$ cat config.mk
export PLATFORM = sky130hd
export DESIGN_NAME = fetch_ctrl
export DESIGN_NICKNAME = d
export VERILOG_FILES = /design/src/rtl/fetch_ctrl.sv
export SDC_FILE = /design/constraint.sdc
export NUM_CORES = 1
export LEC_CHECK = 0
export CORE_AREA = 2 2 148 150
export DETAILED_ROUTE_END_ITERATION = 16
export DIE_AREA = 0 0 150 152
export GPL_TIMING_DRIVEN = 0
export PLACE_DENSITY = 0.53
export SYNTH_ARGS = -nofsm -noshare
export SYNTH_HDL_FRONTEND = slang
export SYNTH_SLANG_ARGS = --single-unit
$ cat constraint.sdc
create_clock -name clk -period 2.6 [get_ports clk]
set_input_delay 0.26 -clock clk [delete_from_list [all_inputs] [get_ports clk]]
set_output_delay 0.26 -clock clk [all_outputs]
set_load 0.03 [all_outputs]
$ cat src/rtl/fetch_ctrl.sv
// Program-counter sequencer for the MIPS instruction fetch stage.
// Drives the instruction-memory index and handles stall, redirect, exception and ERET flow.
module fetch_ctrl #(
    parameter logic [31:0] RESET_PC = 32'h0000_3000,
    parameter logic [31:0] EXC_VEC  = 32'h0000_4180,
    parameter int          IM_WORDS = 4096,
    parameter int          IDX_W    = 12
) (
    input  logic              clk,
    input  logic              reset_n,
    input  logic              stall_i,
    input  logic              br_valid_i,
    input  logic [31:0]       br_target_i,
    input  logic              exc_req_i,
    input  logic              eret_req_i,
    input  logic [31:0]       epc_i,
    output logic [31:0]       pc_o,
    output logic [IDX_W-1:0]  im_index_o,
    output logic              fetch_valid_o,
    output logic              fetch_exc_o,
    output logic [4:0]        exc_code_o,
    output logic [31:0]       fetch_cnt_o
);

    typedef enum logic [1:0] {BOOT, RUN, PEND} state_t;

    // One past the last byte of instruction memory; 33 bits so the sum cannot wrap.
    localparam logic [32:0] PC_LIMIT = {1'b0, RESET_PC} + 33'(4 * IM_WORDS);

    state_t      state, state_nxt;
    logic [31:0] pc_nxt;
    logic        pend_valid, pend_valid_nxt;
    logic [31:0] pend_pc, pend_pc_nxt;
    logic        cnt_inc;

    always_comb begin
        state_nxt      = state;
        pc_nxt         = pc_o;
        pend_valid_nxt = pend_valid;
        pend_pc_nxt    = pend_pc;
        cnt_inc        = 1'b0;

        case (state)
            BOOT: begin
                state_nxt = RUN;
            end
            default: begin
                if (exc_req_i) begin
                    pc_nxt         = EXC_VEC;
                    pend_valid_nxt = 1'b0;
                    pend_pc_nxt    = 32'd0;
                    state_nxt      = RUN;
                    cnt_inc        = 1'b1;
                end else if (eret_req_i) begin
                    pc_nxt         = epc_i;
                    pend_valid_nxt = 1'b0;
                    pend_pc_nxt    = 32'd0;
                    state_nxt      = RUN;
                    cnt_inc        = 1'b1;
                end else if (stall_i) begin
                    // First redirect seen during a stall wins; later ones are dropped.
                    if (br_valid_i && !pend_valid) begin
                        pend_pc_nxt    = br_target_i;
                        pend_valid_nxt = 1'b1;
                        state_nxt      = PEND;
                    end
                end else if (state == PEND) begin
                    pc_nxt         = pend_pc;
                    pend_valid_nxt = 1'b0;
                    pend_pc_nxt    = 32'd0;
                    state_nxt      = RUN;
                    cnt_inc        = 1'b1;
                end else if (br_valid_i) begin
                    pc_nxt  = br_target_i;
                    cnt_inc = 1'b1;
                end else begin
                    pc_nxt  = pc_o + 32'd4;
                    cnt_inc = 1'b1;
                end
            end
        endcase
    end

    always_ff @(posedge clk or negedge reset_n) begin
        if (!reset_n) begin
            state       <= BOOT;
            pc_o        <= RESET_PC;
            pend_valid  <= 1'b0;
            pend_pc     <= 32'd0;
            fetch_cnt_o <= 32'd0;
        end else begin
            state      <= state_nxt;
            pc_o       <= pc_nxt;
            pend_valid <= pend_valid_nxt;
            pend_pc    <= pend_pc_nxt;
            if (cnt_inc) begin
                fetch_cnt_o <= fetch_cnt_o + 32'd1;
            end
        end
    end

    // RESET_PC is word aligned, so the word index needs no borrow from bits [1:0].
    assign im_index_o    = pc_o[IDX_W+1:2] - RESET_PC[IDX_W+1:2];
    assign fetch_valid_o = (state != BOOT);
    assign fetch_exc_o   = fetch_valid_o &&
                           ((pc_o[1:0] != 2'b00) || (pc_o < RESET_PC) ||
                            ({1'b0, pc_o} >= PC_LIMIT));
    assign exc_code_o    = fetch_exc_o ? 5'd4 : 5'd0;

endmodule

==> results.toml <==
[logic_synthesis]
synth_fa_ha_area_share_pct = 0.861
synth_top_area_share_pct = 41.7
yosys.area.top_type = "dfrtp_1"
ys_top_cells_by_area = "dfrtp_1 42%, nand2_1 7.4%, o21ai_0 4.8%, nand3_1 3.8%, xnor2_1 3.5%"
synth_top_flop_cell = "dfrtp_1"
syn_avg_cell_area_um2 = 8.39
yosys_warnings = 0
synth.distinct_cells = 62
synth_async_sr_flop_share_pct = 100
synthMuxAreaShare_pct = 0.516
synthCells = 693
syn-cell-area_um2 = 5820
ys_ff_latch = 99
synth_edf_count = 0
synth_top_family_by_area = "simple AND/OR/NAND/NOR gates"
yosys.area_share.simple_pct = 24.5
synth_xor_area_share_pct = 6.02
yosysSeqAreaShare_pct = 42.6
synth_compound_area_share_pct = 19.2

[critical_path]
rr_startpoint = "pc_o[2]"
critPathBufInv = 2
cp.required_ns = 2.34
crit_chain = "ha_2 -> xnor2_1 -> nor4_2 -> and3_1 -> a31oi_1 -> buf_4 -> buf_4"
worstPathArrival_ns = 2.28
ff2ff_setup_slack_ns = 0.10
end_kind = "output port"
crit_slowest_cell = "dfstp_2"
cpMostUsedCell = "buf_4"
criticalPathCategory = "reg -> out"
rr_worst_depth = 7
regToRegEndpoint = "pc_o[30]"
cp_top_family = "flip-flops"
slowest_delay_ns = 0.61
crit_fanout = 6
cp-start-kind = "register"

[final_layout]
fillCellCount = 2294
layout_common_cells = "143 x clkdlybuf4s50_1, 115 x nand2_1, 95 x dfrtp_1"
drive_above_1_share_pct = 8.02
final_common_cell = "clkdlybuf4s50_1"
instances_no_fill = 1140
finalNetCount = 929
antenna_cells = 0
area_growth_syn_to_layout_pct = 38.0

[sta]
fin_tns_setup_ns = 0
hold_viol_final = 0
max_freq_mhz = 394
fin_skew_ns = 0.00759
fin_ws_ns = 0.0615
fin_crit_ns = 2.54
setup_viol = 0
rsz0062_at_grt = "no"
fin_crit_sh_pct = 97.6
slew_headroom_pct = 34.2
max_slew.worst_pin.slew_ns = 0.980
slew_viol_final = 0

[clocking]
clkTransAtPathRegs_ns = 0.07
cts_root_buf = "clkbuf_16"
numCtsBuffers = 9
cts_tree = "yes"
cts_setup_buffers = 0
cts_max_level = 3
clockBufferDepth = 2
numClockSinks = 99
clk_latency_ns = 0.36

[floorplan]
ios = 153
coreArea_um2 = 21400
die_w_um = 150
die_area_um2 = 22800
die_h_um = 152
num_rows = 54
initial_utilization_pct = 27.2

[drt]
via_per_inst = 5.29
drt_pre_antenna_iters = 6
vias = 6030
wl_per_cell_um = 20.1
drc = 0
wl_um = 22900
ant_nets = 0
drt_iter0_drc = 421

[global_route]
grt_pass1_vias = 5800
grt_remaining_overflow = 0
grtUsageTotal_pct = 20.4
grt_max_degree = 66
antenna_found_initial = 0
grt_pass1_wl_um = 35400

[flow_run]
max_cap_violations = 0

[power]
peakVddDrop_mv = 0.305
p_leak_uw = 0.00316
p_per_area_nw_per_um2 = 566

[status]
outcome = "complete, no violations"

[hold_path]
worst_hold_path_type = "in -> async"

[place]
dp_hpwl_um = 17500
io_buffers = 146
placed_cells = 1123
dp_slack_ns = -0.385
gp_congestion = 0.896
[metrics by stage]
step	hold WS (ns)	total power [uW]	util, %	instance area [um2]
floorplan	-0.0356	2550	-	5830
global placement	0.452	3180	35.8	7640
global route	0.462	4750	37.6	8030
CTS	0.433	4570	37.4	7990
finish	0.412	4540	37.6	8030
detailed placement	0.256	3190	35.9	7660
[routing by layer]
layer | track usage [%] | part of all wire (%) | up-vias
met2 | 31.5 | 46 | 249
met5 | 0 | 0 | -
li1 | - | - | 2811
met4 | 5.03 | 2.0 | 0
met1 | 29.4 | 45 | 2945
met3 | 3.81 | 7.1 | 25
[worst reg2reg max path, delay by kind of cell (launching register included)]
family | cells | cell delay [ns]
simple gates | 3 | 1.19
flops | 1 | 0.48
compound gates | 2 | 0.30
fa+ha+maj | 1 | 0.26
buf+inv | 1 | 0.20
[registers in the layout (all words and copies together), names as in the netlist]
register,count
pc_o,32
state,2
fetch_cnt_o,32
pend_pc,32
pend_valid,1
[cells in the mapped netlist (7+ instances only)]
library cell / n
buf_4: 15
o21ai_0: 56
and3_1: 13
nand3_1: 44
nor3_1: 21
a21oi_1: 26
nand4_1: 19
or3_1: 8
xnor2_1: 23
dfrtp_1: 97
o31ai_1: 10
o211ai_1: 12
nor2_1: 40
nor4_1: 14
xor2_1: 17
nand2_1: 115
buf_2: 7
inv_1: 19
clkbuf_1: 31
[worst max-delay path by stage]
stage / startpoint / endpoint / slack [ns] / cells past startpoint
final: pc_o[12] / exc_code_o[2] / 0.06 / 7
after global routing: eret_req_i / pc_o[26] / 0.003 / 6
after CTS: pc_o[12] / exc_code_o[2] / -0.07 / 7
after detailed placement: stall_i / pc_o[17] / -0.38 / 5
after global placement: reset_n / pend_pc[25] / -2.83 / 1
after floorplan: pc_o[2] / pc_o[30] / 0.23 / 7
[power breakdown]
part           internal (uW)  switching, uW
combinational            544            745
clock                    747            628
sequential              1670            204
[layout make-up]
cell class | instances | area [um2] | area share [%]
Sequential cell | 99 | 2480 | 30.9
Tap cell | 280 | 350 | 4.37
Clock buffer | 10 | 229 | 2.85
Timing Repair Buffer | 148 | 1500 | 18.6
Buffer | 57 | 284 | 3.54
Multi-Input combinational cell | 519 | 3040 | 37.9
Inverter | 21 | 80.1 | 0.998
Clock inverter | 6 | 66.3 | 0.826
[logic make-up (layout without fill, tap and decap cells)]
logic type | after synthesis | count (layout)
simple gates | 299 | 299
compound gates | 169 | 169
flops | 99 | 99
buf+inv | 78 | 242
xor+xnor | 40 | 40
fa+ha+maj | 4 | 4
mux | 3 | 3
other cells | 1 | 4
[what timing repair did]
item,4_1_cts,5_1_grt
resized for setup,14,10
endpoints found under the hold margin,34,0
setup endpoints to repair,61,31
pin swaps,1,1
hold buffers,1,0
Power figures use the tool's default switching activity.
